==> config.mk <==
export PLATFORM = sky130hd
export DESIGN_NAME = stc_lt_array_flat
export DESIGN_NICKNAME = d
export VERILOG_FILES = /design/src/rtl/stc_lt_array_pkg.sv /design/src/rtl/stc_lt_array_if.sv /design/src/rtl/stc_lt_array_channel.sv /design/src/rtl/stc_lt_array.sv /design/src/flat_wrapper.sv
export SDC_FILE = /design/constraint.sdc
export NUM_CORES = 1
export LEC_CHECK = 0
export ABC_AREA = 0
export BUFFER_PORTS_ARGS = -buffer_cell sky130_fd_sc_hd__buf_4
export CORE_MARGIN = 3
export CORE_UTILIZATION = 35
export CTS_BUF_LIST = sky130_fd_sc_hd__clkbuf_4
export CTS_CLUSTER_DIAMETER = 100
export DETAILED_ROUTE_END_ITERATION = 8
export SYNTH_ARGS = -nofsm -noshare
export SYNTH_HDL_FRONTEND = slang
export SYNTH_SLANG_ARGS = --single-unit
export TNS_END_PERCENT = 100
==> constraint.sdc <==
create_clock -name clk -period 1.4 [get_ports clk]
set_input_delay 0.21 -clock clk [delete_from_list [all_inputs] [get_ports clk]]
set_output_delay 0.21 -clock clk [all_outputs]
set_load 0.02 [all_outputs]
==> src/rtl/stc_lt_array_pkg.sv <==
// Shared types and helpers for the space-time less-than array.
// The STC_LT_TIMESTAMP_EN build option is handled in the files that import this package.
package stc_pkg;

  typedef enum logic [1:0] {ARMED, BLOCKED, FIRING, DONE} stc_lt_state_t;

  localparam int unsigned EDGE_MODE_RISE = 0;
  localparam int unsigned EDGE_MODE_FALL = 1;

  // Counter width for n states, never narrower than one bit.
  function automatic int unsigned cnt_width(input int unsigned n);
    return (n <= 2) ? 1 : $clog2(n);
  endfunction

endpackage

==> src/rtl/stc_lt_array_if.sv <==
// Bus bundle for stc_lt_array: inputs a/b/gamma_sync, outputs q and gamma position.
// t_fire/t_valid are present only when STC_LT_TIMESTAMP_EN is defined.
interface stc_lt_array_if #(
  parameter int unsigned N_CH = 4,
  parameter int unsigned GW   = 4
);
  logic            gamma_sync;
  logic [N_CH-1:0] a;
  logic [N_CH-1:0] b;
  logic [N_CH-1:0] q;
  logic [GW-1:0]   gamma_cnt;
  logic            gamma_last;
`ifdef STC_LT_TIMESTAMP_EN
  logic [N_CH*GW-1:0] t_fire;
  logic [N_CH-1:0]    t_valid;

  modport master (output gamma_sync, a, b,
                  input  q, gamma_cnt, gamma_last, t_fire, t_valid);
  modport slave  (input  gamma_sync, a, b,
                  output q, gamma_cnt, gamma_last, t_fire, t_valid);
`else
  modport master (output gamma_sync, a, b,
                  input  q, gamma_cnt, gamma_last);
  modport slave  (input  gamma_sync, a, b,
                  output q, gamma_cnt, gamma_last);
`endif
endinterface

==> src/rtl/stc_lt_array_channel.sv <==
// One less-than channel: edge detect, ARMED/BLOCKED/FIRING/DONE FSM, pulse counter.
// Optional gamma-position capture when STC_LT_TIMESTAMP_EN is defined.
module stc_lt_channel
  import stc_pkg::*;
#(
  parameter int unsigned GAMMA_CYCLE_WIDTH = 16,
  parameter int unsigned PULSE_WIDTH       = 8,
  parameter int unsigned EDGE_FALLING      = 0
) (
  input  logic clk,
  input  logic rst_n,
  input  logic boundary,
  input  logic a,
  input  logic b,
`ifdef STC_LT_TIMESTAMP_EN
  input  logic [cnt_width(GAMMA_CYCLE_WIDTH)-1:0] gamma_cnt,
  output logic [cnt_width(GAMMA_CYCLE_WIDTH)-1:0] t_fire,
  output logic                                    t_valid,
`endif
  output logic q
);

  localparam int unsigned GW      = cnt_width(GAMMA_CYCLE_WIDTH);
  localparam int unsigned PCW     = cnt_width(PULSE_WIDTH);
  localparam logic [PCW-1:0] PC_LOAD = PCW'(PULSE_WIDTH - 1);
  localparam logic IDLE = (EDGE_FALLING == EDGE_MODE_FALL) ? 1'b1 : 1'b0;

  stc_lt_state_t  state, state_n;
  logic [PCW-1:0] pcnt, pcnt_n;
  logic           q_n;
  logic           a_prev, b_prev;
  logic           a_edge, b_edge;
`ifdef STC_LT_TIMESTAMP_EN
  logic [GW-1:0]  t_fire_n;
  logic           t_valid_n;
`endif

  // Active transition from the idle level toward the opposite level.
  assign a_edge = (a_prev == IDLE) && (a != IDLE);
  assign b_edge = (b_prev == IDLE) && (b != IDLE);

  always_comb begin
    state_n = state;
    pcnt_n  = pcnt;
    q_n     = IDLE;
`ifdef STC_LT_TIMESTAMP_EN
    t_fire_n  = t_fire;
    t_valid_n = t_valid;
`endif
    if (boundary) begin
      state_n = ARMED;
      pcnt_n  = '0;
`ifdef STC_LT_TIMESTAMP_EN
      t_fire_n  = '0;
      t_valid_n = 1'b0;
`endif
    end else begin
      unique case (state)
        ARMED: begin
          // a wins a same-cycle tie with b
          if (a_edge) begin
            state_n = FIRING;
            pcnt_n  = PC_LOAD;
            q_n     = ~IDLE;
`ifdef STC_LT_TIMESTAMP_EN
            t_fire_n  = gamma_cnt;
            t_valid_n = 1'b1;
`endif
          end else if (b_edge) begin
            state_n = BLOCKED;
          end
        end
        FIRING: begin
          if (pcnt == '0) begin
            state_n = DONE;
          end else begin
            pcnt_n = pcnt - PCW'(1);
            q_n    = ~IDLE;
          end
        end
        default: ;
      endcase
    end
  end

  always_ff @(posedge clk or negedge rst_n) begin
    if (!rst_n) begin
      state  <= ARMED;
      pcnt   <= '0;
      q      <= IDLE;
      a_prev <= IDLE;
      b_prev <= IDLE;
    end else begin
      state  <= state_n;
      pcnt   <= pcnt_n;
      q      <= q_n;
      a_prev <= a;
      b_prev <= b;
    end
  end

`ifdef STC_LT_TIMESTAMP_EN
  always_ff @(posedge clk or negedge rst_n) begin
    if (!rst_n) begin
      t_fire  <= '0;
      t_valid <= 1'b0;
    end else begin
      t_fire  <= t_fire_n;
      t_valid <= t_valid_n;
    end
  end
`endif

endmodule

==> src/rtl/stc_lt_array.sv <==
// N-channel clocked space-time less-than unit: gamma counter, boundary decode, channel array.
// Define STC_LT_TIMESTAMP_EN to add per-channel t_fire/t_valid capture.
module stc_lt_array
  import stc_pkg::*;
#(
  parameter int unsigned N_CH              = 4,
  parameter int unsigned GAMMA_CYCLE_WIDTH = 16,
  parameter int unsigned PULSE_WIDTH       = 8,
  parameter int unsigned EDGE_FALLING      = 0
) (
  input logic          clk,
  input logic          rst_n,
  stc_lt_array_if.slave bus
);

  localparam int unsigned    GW       = cnt_width(GAMMA_CYCLE_WIDTH);
  localparam logic [GW-1:0]  CNT_LAST = GW'(GAMMA_CYCLE_WIDTH - 1);

  logic [GW-1:0]   cnt;
  logic            last;
  logic            boundary;
  logic [N_CH-1:0] q_w;
`ifdef STC_LT_TIMESTAMP_EN
  logic [N_CH*GW-1:0] tf_w;
  logic [N_CH-1:0]    tv_w;
`endif

  assign last     = (cnt == CNT_LAST);
  assign boundary = last | bus.gamma_sync;

  // Sync and wrap both land on zero, so one boundary term covers both.
  always_ff @(posedge clk or negedge rst_n) begin
    if (!rst_n)        cnt <= '0;
    else if (boundary) cnt <= '0;
    else               cnt <= cnt + GW'(1);
  end

  assign bus.gamma_cnt  = cnt;
  assign bus.gamma_last = last;
  assign bus.q          = q_w;
`ifdef STC_LT_TIMESTAMP_EN
  assign bus.t_fire  = tf_w;
  assign bus.t_valid = tv_w;
`endif

  for (genvar i = 0; i < N_CH; i++) begin : g_ch
    stc_lt_channel #(
      .GAMMA_CYCLE_WIDTH (GAMMA_CYCLE_WIDTH),
      .PULSE_WIDTH       (PULSE_WIDTH),
      .EDGE_FALLING      (EDGE_FALLING)
    ) u_ch (
      .clk       (clk),
      .rst_n     (rst_n),
      .boundary  (boundary),
      .a         (bus.a[i]),
      .b         (bus.b[i]),
`ifdef STC_LT_TIMESTAMP_EN
      .gamma_cnt (cnt),
      .t_fire    (tf_w[i*GW +: GW]),
      .t_valid   (tv_w[i]),
`endif
      .q         (q_w[i])
    );
  end

endmodule

==> src/flat_wrapper.sv <==
// flat-port wrapper written by rule: the top's interface ports become plain ports
module stc_lt_array_flat import stc_pkg::*;
#(
  parameter int unsigned N_CH              = 4,
  parameter int unsigned GAMMA_CYCLE_WIDTH = 16,
  parameter int unsigned PULSE_WIDTH       = 8,
  parameter int unsigned EDGE_FALLING      = 0
)
  (clk, rst_n, bus_gamma_sync, bus_a, bus_b, bus_q, bus_gamma_cnt, bus_gamma_last);
  stc_lt_array_if #(.N_CH(N_CH), .GW((4))) bus_i ();
  input logic clk;
  input logic rst_n;
  input wire logic [$bits(bus_i.gamma_sync)-1:0] bus_gamma_sync;
  input wire logic [$bits(bus_i.a)-1:0] bus_a;
  input wire logic [$bits(bus_i.b)-1:0] bus_b;
  output wire logic [$bits(bus_i.q)-1:0] bus_q;
  output wire logic [$bits(bus_i.gamma_cnt)-1:0] bus_gamma_cnt;
  output wire logic [$bits(bus_i.gamma_last)-1:0] bus_gamma_last;
  assign bus_i.gamma_sync = bus_gamma_sync;
  assign bus_i.a = bus_a;
  assign bus_i.b = bus_b;
  assign bus_q = bus_i.q;
  assign bus_gamma_cnt = bus_i.gamma_cnt;
  assign bus_gamma_last = bus_i.gamma_last;
  stc_lt_array #(.N_CH(N_CH), .GAMMA_CYCLE_WIDTH(GAMMA_CYCLE_WIDTH), .PULSE_WIDTH(PULSE_WIDTH), .EDGE_FALLING(EDGE_FALLING)) u_core (.clk(clk), .rst_n(rst_n), .bus(bus_i));
endmodule
==> results of run 1 <==
worst register-to-register path, delay by kind of cell, from the launching register on:
kind | cells | cell delay, ns
flip-flops | 1 | 0.44
AND/OR/NAND/NOR | 2 | 0.44
adder cells (fa/ha/maj) | 1 | 0.16
buffers and inverters | 1 | 0.15
AO/OA/AOI/OAI | 1 | 0.16
cell usage in the layout (no fill, tap or decap), types with 3 or more instances in the layout:
| master | instances |
|---|---|
| dfrtp_1 | 34 |
| buf_4 | 26 |
| nor2_1 | 13 |
| inv_1 | 12 |
| dlygate4sd3_1 | 9 |
| nand2b_1 | 8 |
| ha_1 | 7 |
| clkbuf_4 | 7 |
| and2_1 | 5 |
| nor2b_1 | 5 |
| a21oi_1 | 5 |
| a211oi_2 | 5 |
| nand3_1 | 4 |
| a31oi_1 | 4 |
| a221oi_2 | 4 |
| nor4_1 | 3 |
| a21o_1 | 3 |
| o21a_1 | 3 |
| a211oi_1 | 3 |
registers in the layout (all words and copies together), names as in the netlist:
| name | flops |
|---|---|
| u_core.g_ch.u_ch.b_prev | 4 |
| u_core.bus.gamma_cnt | 4 |
| u_core.g_ch.u_ch.pcnt | 12 |
| u_core.g_ch.u_ch.state | 8 |
| u_core.g_ch.u_ch.q | 4 |
| u_core.g_ch.u_ch.a_prev | 4 |
metrics by stage:
| step | cells | setup TNS, ns | utilization | power, mW |
|---|---|---|---|---|
| after global placement | 243 | -0.0101 | 0.415 | 1.67 |
| after floorplan | 158 | -1.60 | - | 1.55 |
| after global routing | 264 | -1.20 | 0.475 | 2.50 |
| after detailed placement | 243 | -0.165 | 0.415 | 1.70 |
| after CTS | 262 | -0.185 | 0.455 | 2.31 |
| final | 264 | -0.201 | 0.475 | 2.33 |
layout make-up:
class | count | area (um^2)
multi-input combinational | 102 | 830
clock inverter | 1 | 3.75
fill | 450 | 2510
inverter | 12 | 45.0
timing repair buffer | 39 | 357
sequential | 36 | 903
clock buffer | 7 | 52.6
tap | 67 | 83.8
path summary, 6_finish.rpt:
check,startpoint,to,slack [ns]
setup / recovery,u_core.bus.gamma_cnt[1],bus_gamma_last,-0.04
hold / removal,bus_gamma_sync,u_core.bus.gamma_cnt[2],0.12
setup reg to reg,u_core.bus.gamma_cnt[1],u_core.g_ch[0].u_ch.pcnt[1],-0.04
hold reg to reg,u_core.g_ch[3].u_ch.pcnt[0],u_core.g_ch[3].u_ch.pcnt[0],0.49
max in group asynchronous,rst_n,u_core.bus.gamma_cnt[0],0.70
min in group asynchronous,rst_n,u_core.g_ch[2].u_ch.pcnt[2],0.37
logic make-up (layout without fill, tap and decap cells):
| logic type | count (synthesis) | count (layout) |
|---|---|---|
| compound gates | 36 | 36 |
| xor+xnor | 2 | 2 |
| fa+ha+maj | 9 | 9 |
| buf+inv | 20 | 59 |
| flops | 36 | 36 |
| simple gates | 55 | 55 |
power groups by stage:
stage	clock network (mW)	logic [mW]	registers, mW
after detailed placement	0	0.483	1.22
after global routing	0.643	0.638	1.22
final	0.558	0.572	1.20
after CTS	0.583	0.527	1.20
after floorplan	0	0.333	1.21
after global placement	0	0.460	1.21
routing by layer:
layer | vias up | global-route usage
met5 | - | 0
met3 | 4 | 0.0376
met2 | 25 | 0.210
met1 | 643 | 0.164
met4 | 0 | 0.0435
li1 | 634 | -
repair_timing:
item | in CTS | in global routing
hold buffers | 9 | 0
resized for setup | 7 | 15
endpoints found under the hold margin | 44 | 0
pin swaps | 1 | 1
endpoints found under the setup margin | 13 | 26
setup buffers | 2 | 1
cloned | 0 | 1
==> flow_metrics.py, run 1 <==
metrics = {
    "route": {
        "drt_iter0_markers": 27,
        "dr.pass1.iters": 4,
        "viasPerCell": 4.95,
        "ant_nets": 0,
        "drc": 0,
        "met3WireLength_um": 143,
        "vias": 1306,
        "wirelength_um": 3530,
        "met2WireLength_um": 1750,
        "drt-wirelength-per-cell_um": 13.4,
        "met1Wirelength_um": 1610,
        "top_layer": "met4",
    },
    "sta": {
        "skew_ns": 0.00633,
        "min_period_ns": 1.44,
        "hold_ws_ns": 0.120,
        "min_period_over_period": 1.03,
        "slew_headroom": 0.703,
        "setup_slack_ns": -0.0393,
        "report.final.setup_viol": 8,
        "hold_viol": 0,
        "fmax_mhz": 695,
        "report.final.slew_viol_count": 0,
        "tightest_slew_ns": 0.446,
        "rsz0062_at_grt": "yes",
    },
    "synthesis": {
        "syn_avg_cell_area_um2": 11.1,
        "synth_top_family_by_area": "simple AND/OR/NAND/NOR gates",
        "synth_area_leaders": "dfrtp_1, ha_1, a221oi_2",
        "synth_compound_area_frac": 0.170,
        "synthAdderAreaFrac": 0.0644,
        "synth-xor-area-share": 0.0100,
        "ys.flop_type": "dfrtp_1",
        "synth_top_area_cell": "dfrtp_1",
        "yosysSeqAreaShare": 0.515,
        "yosys_warnings": 0,
        "synth_cells": 158,
        "synth_nets": 178,
        "synthMuxAreaShare": 0,
        "yosysTopAreaCellShare": 0.515,
        "synth-async-reset-ratio": 1.00,
        "post-synth-top-count-cell": "dfrtp_1",
        "synth_common_cells": "dfrtp_1, nor2_1, inv_1, ha_1, nand2b_1",
        "yosysUniqueCellTypes": 33,
        "synth_simple_gate_area_frac": 0.179,
        "synth_enable_flop_cells": 0,
        "ys_ff_latch": 36,
        "syn-cell-area_um2": 1750,
    },
    "power": {
        "internal_power_mw": 1.63,
        "power.switching_mw": 0.701,
        "peakVddDrop_mv": 0.608,
        "power_density_nw_per_um2": 1020,
        "sequentialPowerShare": 0.516,
        "pwr-share-comb": 0.245,
        "clkPwrFrac": 0.239,
        "p_sw_frac": 0.301,
        "leakage_nw": 1.01,
    },
    "critical_path": {
        "required_ns": 1.19,
        "crit_path_end_kind": "output pin",
        "crit_cells": 3,
        "crit_buf_inv": 1,
        "crit_path_cell_trace": "ha_4, and3_4, buf_6",
        "crit_slowest_cell": "dfrtp_2",
        "criticalPathCategory": "flip-flop to output pin",
        "r2r_cells": 5,
        "slowest_delay_ns": 0.44,
        "critPathTopFamily": "flip-flops",
        "cp.arrival_ns": 1.23,
        "crit_path_max_fanout": 6,
        "startpoint_type": "flip-flop",
    },
    "floorplan": {
        "coreArea_um2": 4790,
        "rows": 25,
        "die-area_um2": 5880,
        "die_width_um": 76.7,
        "start_util": 0.365,
        "die_y_um": 76.7,
        "ios": 20,
    },
    "clock_network": {
        "numCtsBuffers": 5,
        "htree_levels": 2,
        "numClockSinks": 36,
        "clk_pin_slew_ns": 0.11,
        "cts_tree": "yes",
        "clock_latency_ns": 0.33,
        "cts_buffer_depth": 2,
        "cts_root_buffer": "clkbuf_4",
    },
    "outcome": {
        "failed_checks": "setup timing",
        "status": "complete, but fails checks",
    },
    "placed_design": {
        "dp_hpwl_um": 2350,
        "io_buffers": 19,
        "placed_area_um2": 1980,
        "place_ws_ns": -0.0337,
        "globalplace.congestion": 0.800,
    },
    "layout": {
        "final_nets": 216,
        "drive_gt1_frac": 0.315,
        "syn2layout_area_growth_pct": 30.1,
        "antennaDiodeCount": 0,
        "design_area_um2": 2270,
    },
    "grt": {
        "grt_overflow": 0,
        "grt_max_degree": 37,
        "grt_pass1_vias": 1318,
        "antenna_found_initial": 0,
        "grt_pass1_wl_um": 6090,
        "grt_usage": 0.129,
    },
    "job": {
        "drv_cap": 0,
    },
    "min_path": {
        "hold_class": "primary input to flip-flop",
        "whs_path_depth": 2,
    },
}
Note: power is estimated with default switching activity, not from simulation.
==> run 2, diff against run 1 <==
--- a/config.mk
+++ b/config.mk
@@ -8,10 +8,11 @@
 export ABC_AREA = 0
 export BUFFER_PORTS_ARGS = -buffer_cell sky130_fd_sc_hd__buf_4
 export CORE_MARGIN = 3
-export CORE_UTILIZATION = 35
+export CORE_UTILIZATION = 39
 export CTS_BUF_LIST = sky130_fd_sc_hd__clkbuf_4
 export CTS_CLUSTER_DIAMETER = 100
 export DETAILED_ROUTE_END_ITERATION = 8
+export MAX_ROUTING_LAYER = met4
 export SYNTH_ARGS = -nofsm -noshare
 export SYNTH_HDL_FRONTEND = slang
 export SYNTH_SLANG_ARGS = --single-unit
==> run 2 against run 1 <==
  * Critical path type unchanged
  * Total power down 1.8%
  * Worst hold slack worse by 0.010 ns
  * The run still ends with setup timing left
  * Clock-buffer cell count is the same
  * Register-to-register slack about the same
  * Maximum frequency is 0.59% lower
  * Critical path depth unchanged
  * Largest power group unchanged
  * Sequential share of layout area grew 1.7 points
  * Via count down 0.23%
==> flow_metrics.py, run 2 (synthesized netlist as in run 1, its figures left out) <==
metrics = {
    "route": {
        "wirelength_um": 3500,
        "ant_nets": 0,
        "viasPerCell": 5.28,
        "drt-wirelength-per-cell_um": 14.2,
        "vias": 1303,
        "drc": 0,
        "drt_iter0_markers": 75,
        "dr.pass1.iters": 4,
    },
    "sta": {
        "rsz0062_at_grt": "yes",
        "tns_ns": -0.198,
        "fmax_mhz": 691,
        "tightest_slew_ns": 0.448,
        "slew_headroom": 0.697,
        "report.final.slew_viol_count": 0,
        "report.final.setup_viol": 7,
        "skew_ns": 0.0136,
        "hold_ws_ns": 0.110,
        "min_period_over_period": 1.03,
        "min_period_ns": 1.45,
        "setup_slack_ns": -0.0478,
        "hold_viol": 0,
    },
    "critical_path": {
        "critPathTopFamily": "flip-flops",
        "required_ns": 1.19,
        "crit_path_cell_trace": "ha_4, and3_4, buf_6",
        "crit_slowest_cell": "dfrtp_2",
        "crit_path_max_fanout": 8,
        "timing.rr.start": "u_core.bus.gamma_cnt[1]",
        "reg2reg_to": "u_core.g_ch[2].u_ch.pcnt[1]",
        "crit_cells": 3,
        "endpoint": "bus_gamma_last",
        "cp.arrival_ns": 1.24,
        "crit_start": "u_core.bus.gamma_cnt[1]",
        "slowest_delay_ns": 0.43,
        "crit_buf_inv": 1,
        "criticalPathCategory": "flip-flop to output pin",
        "rrSetupSlack_ns": -0.05,
        "crit_path_end_kind": "output pin",
        "startpoint_type": "flip-flop",
        "r2r_cells": 5,
    },
    "layout": {
        "fin_util": 0.523,
        "final_nets": 216,
        "final_common_cell": "dfrtp_1",
        "fillCellCount": 358,
        "regMostFlops": "u_core.g_ch.u_ch.pcnt",
        "fin_cells": 247,
        "drive_gt1_frac": 0.284,
        "reg_top3": "u_core.g_ch.u_ch.pcnt (12), u_core.g_ch.u_ch.state (8)",
        "antennaDiodeCount": 0,
        "most-common-layout-cells": "dfrtp_1, buf_4, nor2_1",
        "largest_reg_flops": 12,
        "syn2layout_area_growth_pct": 24.8,
        "design_area_um2": 2180,
    },
    "clock_network": {
        "htree_levels": 2,
        "cts_tree": "yes",
        "numClockSinks": 36,
        "clk_pin_slew_ns": 0.10,
        "cts_root_buffer": "clkbuf_4",
        "numCtsBuffers": 5,
        "clock_latency_ns": 0.34,
        "cts_buffer_depth": 2,
    },
    "grt": {
        "antenna_found_initial": 0,
        "grt_max_degree": 37,
        "grt_usage": 0.151,
        "grt_pass1_vias": 1368,
        "grt_pass1_wl_um": 6040,
        "grt_overflow": 0,
    },
    "floorplan": {
        "die_y_um": 72.9,
        "start_util": 0.419,
        "die_width_um": 72.9,
        "ios": 20,
        "die-area_um2": 5320,
        "rows": 23,
        "coreArea_um2": 4170,
    },
    "outcome": {
        "failed_checks": "setup timing",
        "status": "complete, but fails checks",
    },
    "power": {
        "design_power_total_mw": 2.29,
        "peakVddDrop_mv": 0.573,
        "power_density_nw_per_um2": 1050,
        "leakage_nw": 0.991,
    },
    "job": {
        "drv_cap": 0,
    },
    "min_path": {
        "hold_class": "primary input to flip-flop",
    },
    "placed_design": {
        "place_ws_ns": -0.0485,
        "globalplace.congestion": 0.865,
        "dp_hpwl_um": 2480,
        "placed_area_um2": 1980,
        "dp.cells": 228,
        "io_buffers": 19,
    },
}
-- run 2: cell count changes in the layout (fill, tap and decap cells not counted), sizes merged --
| cell | delta |
|---|---|
| buf | +1 |
| clkbuf | -1 |
-- run 2: timing repair --
action | in CTS | in global routing
hold buffers | 9 | 0
hold endpoints to repair | 44 | 0
pin swaps | 1 | 0
gates resized for setup | 1 | 7
buffers inserted | 2 | 0
endpoints found under the setup margin | 13 | 27
-- run 2: worst register-to-register path, cell delays in order, from the launching register on --
cell and delay [ns]:
dfrtp_2 0.43, ha_4 0.16, and3_4 0.17, or2_4 0.25, buf_4 0.17, a221oi_2 0.17
-- run 2: power by group --
part           leakage, nW  switching [mW]  total (mW)  internal (mW)
Combinational        0.495           0.282       0.531          0.249
Clock               0.0338           0.325       0.557          0.232
Sequential           0.463          0.0721        1.20           1.13
-- run 2: final cells by class --
class,instances,area (um^2),area share
flip-flops and latches,36,903,0.414
clock inverters,1,3.75,0.00172
multi-input cells,102,791,0.363
repair buffers,39,323,0.148
inverters,12,45.0,0.0207
well taps,50,62.6,0.0287
clock buffers,7,52.6,0.0241
-- run 2: worst min-delay path by stage --
| stage | cells past startpoint | startpoint | endpoint |
|---|---|---|---|
| 2_1_floorplan | 0 | rst_n | u_core.bus.gamma_cnt[0] |
| 3_3_place_gp | 1 | rst_n | u_core.g_ch[1].u_ch.a_prev |
| 3_5_place_dp | 1 | rst_n | u_core.g_ch[1].u_ch.q |
| 4_1_cts | 2 | bus_gamma_sync | u_core.bus.gamma_cnt[2] |
| 5_1_grt | 2 | bus_gamma_sync | u_core.bus.gamma_cnt[2] |
| 6_report | 2 | bus_gamma_sync | u_core.bus.gamma_cnt[2] |
-- run 2: metal layers --
metal	vias up	GRT usage	wire, um
met2	31	0.233	1690
met5	-	-	0
met4	0	0.0615	57
met3	7	0.0331	142
met1	630	0.191	1610
li1	635	-	-
==> run 3, diff against run 2 <==
--- a/config.mk
+++ b/config.mk
@@ -5,7 +5,7 @@
 export SDC_FILE = /design/constraint.sdc
 export NUM_CORES = 1
 export LEC_CHECK = 0
-export ABC_AREA = 0
+export ABC_AREA = 1
 export BUFFER_PORTS_ARGS = -buffer_cell sky130_fd_sc_hd__buf_4
 export CORE_MARGIN = 3
 export CORE_UTILIZATION = 39
==> run 3 against run 2 <==
  * The run still ends with setup timing left
  * Critical endpoint unchanged
  * Clock power fell by 1%
  * Design area is 0.40% higher
  * Clock skew shrank 0.0024 ns
  * Total power decreased by 4.4%
  * Synthesized area grew 2.5%
==> flow_metrics.py, run 3 <==
metrics = {
    "outcome": {
        "status": "complete, but fails checks",
        "failed_checks": "setup timing",
    },
    "sta": {
        "report.final.slew_viol_count": 0,
        "slew_headroom": 0.698,
        "hold_viol": 0,
        "min_period_ns": 1.43,
        "min_period_over_period": 1.02,
        "skew_ns": 0.0111,
        "rsz0062_at_grt": "yes",
        "report.final.setup_viol": 1,
        "tightest_slew_ns": 0.453,
        "fmax_mhz": 697,
        "hold_ws_ns": 0.217,
        "setup_slack_ns": -0.0350,
    },
    "synthesis": {
        "synth_top_area_cell": "dfrtp_1",
        "synth_area_leaders": "dfrtp_1, nand2_1, inv_1",
        "post-synth-top-count-cell": "nand2_1",
        "synth_enable_flop_cells": 0,
        "yosysUniqueCellTypes": 20,
        "ys.flop_type": "dfrtp_1",
        "syn_avg_cell_area_um2": 8.37,
        "yosysSeqAreaShare": 0.503,
        "ys_ff_latch": 36,
        "yosysTopAreaCellShare": 0.503,
        "synth_nets": 234,
        "synth_cells": 214,
        "synth-async-reset-ratio": 1.00,
        "yosys_warnings": 0,
        "syn-cell-area_um2": 1790,
        "synth_common_cells": "nand2_1, dfrtp_1, inv_1, nor2_1, nand3_1",
    },
    "placed_design": {
        "globalplace.congestion": 0.763,
        "dp.cells": 280,
        "dp_hpwl_um": 2060,
        "io_buffers": 19,
    },
    "min_path": {
        "hold_class": "primary input to flip-flop",
    },
    "clock_network": {
        "clk_pin_slew_ns": 0.09,
        "htree_levels": 2,
        "cts_root_buffer": "clkbuf_4",
        "numCtsBuffers": 5,
        "numClockSinks": 36,
        "cts_buffer_depth": 2,
        "clock_latency_ns": 0.33,
        "cts_tree": "yes",
    },
    "critical_path": {
        "slowest_delay_ns": 0.40,
        "criticalPathCategory": "flip-flop to output pin",
        "startpoint_type": "flip-flop",
        "cp.arrival_ns": 1.22,
        "crit_path_cell_trace": "ha_2, nand2_2, inv_2, nand2_4, inv_2, buf_6",
        "crit_path_end_kind": "output pin",
        "crit_slowest_cell": "dfrtp_1",
        "cp_common_cell": "inv_2",
        "crit_path_max_fanout": 2,
        "required_ns": 1.19,
    },
    "route": {
        "viasPerCell": 4.50,
        "drt_iter0_markers": 34,
        "top_layer": "met4",
        "vias": 1374,
        "wirelength_um": 3090,
        "met1Wirelength_um": 1490,
        "met2WireLength_um": 1420,
        "drc": 0,
        "dr.pass1.iters": 4,
        "ant_nets": 0,
        "met3WireLength_um": 119,
        "drt-wirelength-per-cell_um": 10.1,
    },
    "layout": {
        "antennaDiodeCount": 0,
        "reg_top3": "u_core.g_ch.u_ch.pcnt (12), u_core.g_ch.u_ch.state (8)",
        "drive_gt1_frac": 0.217,
        "regMostFlops": "u_core.g_ch.u_ch.pcnt",
        "final_common_cell": "nand2_1",
        "most-common-layout-cells": "nand2_1, dfrtp_1, nor2_1",
        "syn2layout_area_growth_pct": 22.2,
        "largest_reg_flops": 12,
        "final_nets": 272,
        "fin_cells": 305,
    },
    "floorplan": {
        "rows": 24,
        "die-area_um2": 5440,
        "start_util": 0.409,
        "coreArea_um2": 4380,
        "ios": 20,
        "die_width_um": 73.8,
        "die_y_um": 73.8,
    },
    "grt": {
        "antenna_found_initial": 0,
        "grt_pass1_wl_um": 5630,
        "grt_pass1_vias": 1344,
        "grt_overflow": 0,
        "grt_max_degree": 37,
        "grt_usage": 0.139,
    },
    "job": {
        "drv_cap": 0,
    },
    "power": {
        "leakage_nw": 1.17,
        "peakVddDrop_mv": 0.608,
        "design_power_total_mw": 2.19,
        "power_density_nw_per_um2": 1000,
    },
}
==> run 3: cell types whose count changed after synthesis, sizes merged, moves of 4 or more <==
cell    previous run  this run
a211oi             8         0
a221oi             4         0
and2               5         0
inv               12        37
nand2              2        52
nand2b             8         0
nand3              4        17
nor2              16        38
nor2b              5         0
nor4b              4         0
o21ai              1         5
==> run 3: where the power goes <==
part,internal (mW),total [mW],switching (mW)
Combinational,0.191,0.456,0.265
Clock,0.232,0.550,0.318
Sequential,1.13,1.18,0.0575
Total,1.55,2.19,0.641
==> run 3: metal layers <==
layer	vias up	track usage
li1	728	-
met1	622	0.163
met2	18	0.219
met3	6	0.0410
met4	0	0.0664
met5	-	-
==> run 3: logic make-up (layout without fill, tap and decap cells) <==
group	after synthesis	count (layout)	synth area share
flip-flops	36	36	0.503
XOR/XNOR	1	1	0.00489
buffers and inverters	43	82	0.108
adder cells (fa/ha/maj)	9	9	0.0629
AO/OA/AOI/OAI	18	18	0.0531
AND/OR/NAND/NOR	107	107	0.268
==> run 3: timing repair <==
item / CTS / global route
cloned: 0 / 1
pin swaps: 1 / 0
buffers inserted: 4 / 3
endpoints found under the setup margin: 1 / 13
hold endpoints to repair: 44 / 0
gates resized for setup: 4 / 3
hold buffers: 9 / 0
==> run 3: worst max-delay path: cells and delay by family, from the launching register on <==
family	cells	cell delay [ns]
adders and majority gates	1	0.19
DFF	1	0.40
and+or+nand+nor	2	0.11
buffers and inverters	3	0.21
==> run 3: through the flow <==
| step | util | area [um^2] | worst slack [ns] | setup TNS [ns] |
|---|---|---|---|---|
| floorplan | - | 1790 | 0.0780 | 0 |
| global placement | 0.446 | 1960 | 0.137 | 0 |
| detailed placement | 0.446 | 1960 | 0.0882 | 0 |
| CTS | 0.489 | 2140 | -0.0394 | -0.0394 |
| global route | 0.499 | 2190 | -0.110 | -0.110 |
| finish | 0.499 | 2190 | -0.0350 | -0.0350 |
==> run 3: final cells by class <==
cell class	count	area [um^2]
clock inverters	1	3.75
repair inverters	1	8.76
fillers	431	2190
well taps	52	65.1
repair buffers	36	297
clock buffers	7	52.6
flip-flops and latches	36	901
inverters	37	151
multi-input cells	135	711
==> run 3: path summary, 6_finish.rpt <==
| kind | start | endpoint | slack, ns | depth (start not counted) |
|---|---|---|---|---|
| min in group asynchronous | rst_n | u_core.g_ch[1].u_ch.pcnt[1] | 0.37 | 2 |
| worst max register to register | u_core.bus.gamma_cnt[0] | u_core.g_ch[0].u_ch.pcnt[1] | 0.09 | 8 |
| worst min-delay path | bus_gamma_sync | u_core.bus.gamma_cnt[2] | 0.22 | 4 |
| max in group asynchronous | rst_n | u_core.g_ch[0].u_ch.state[0] | 0.71 | 2 |
| worst min register to register | u_core.g_ch[1].u_ch.pcnt[2] | u_core.g_ch[1].u_ch.pcnt[2] | 0.51 | 2 |
| worst max-delay path | u_core.bus.gamma_cnt[0] | bus_gamma_last | -0.03 | 6 |
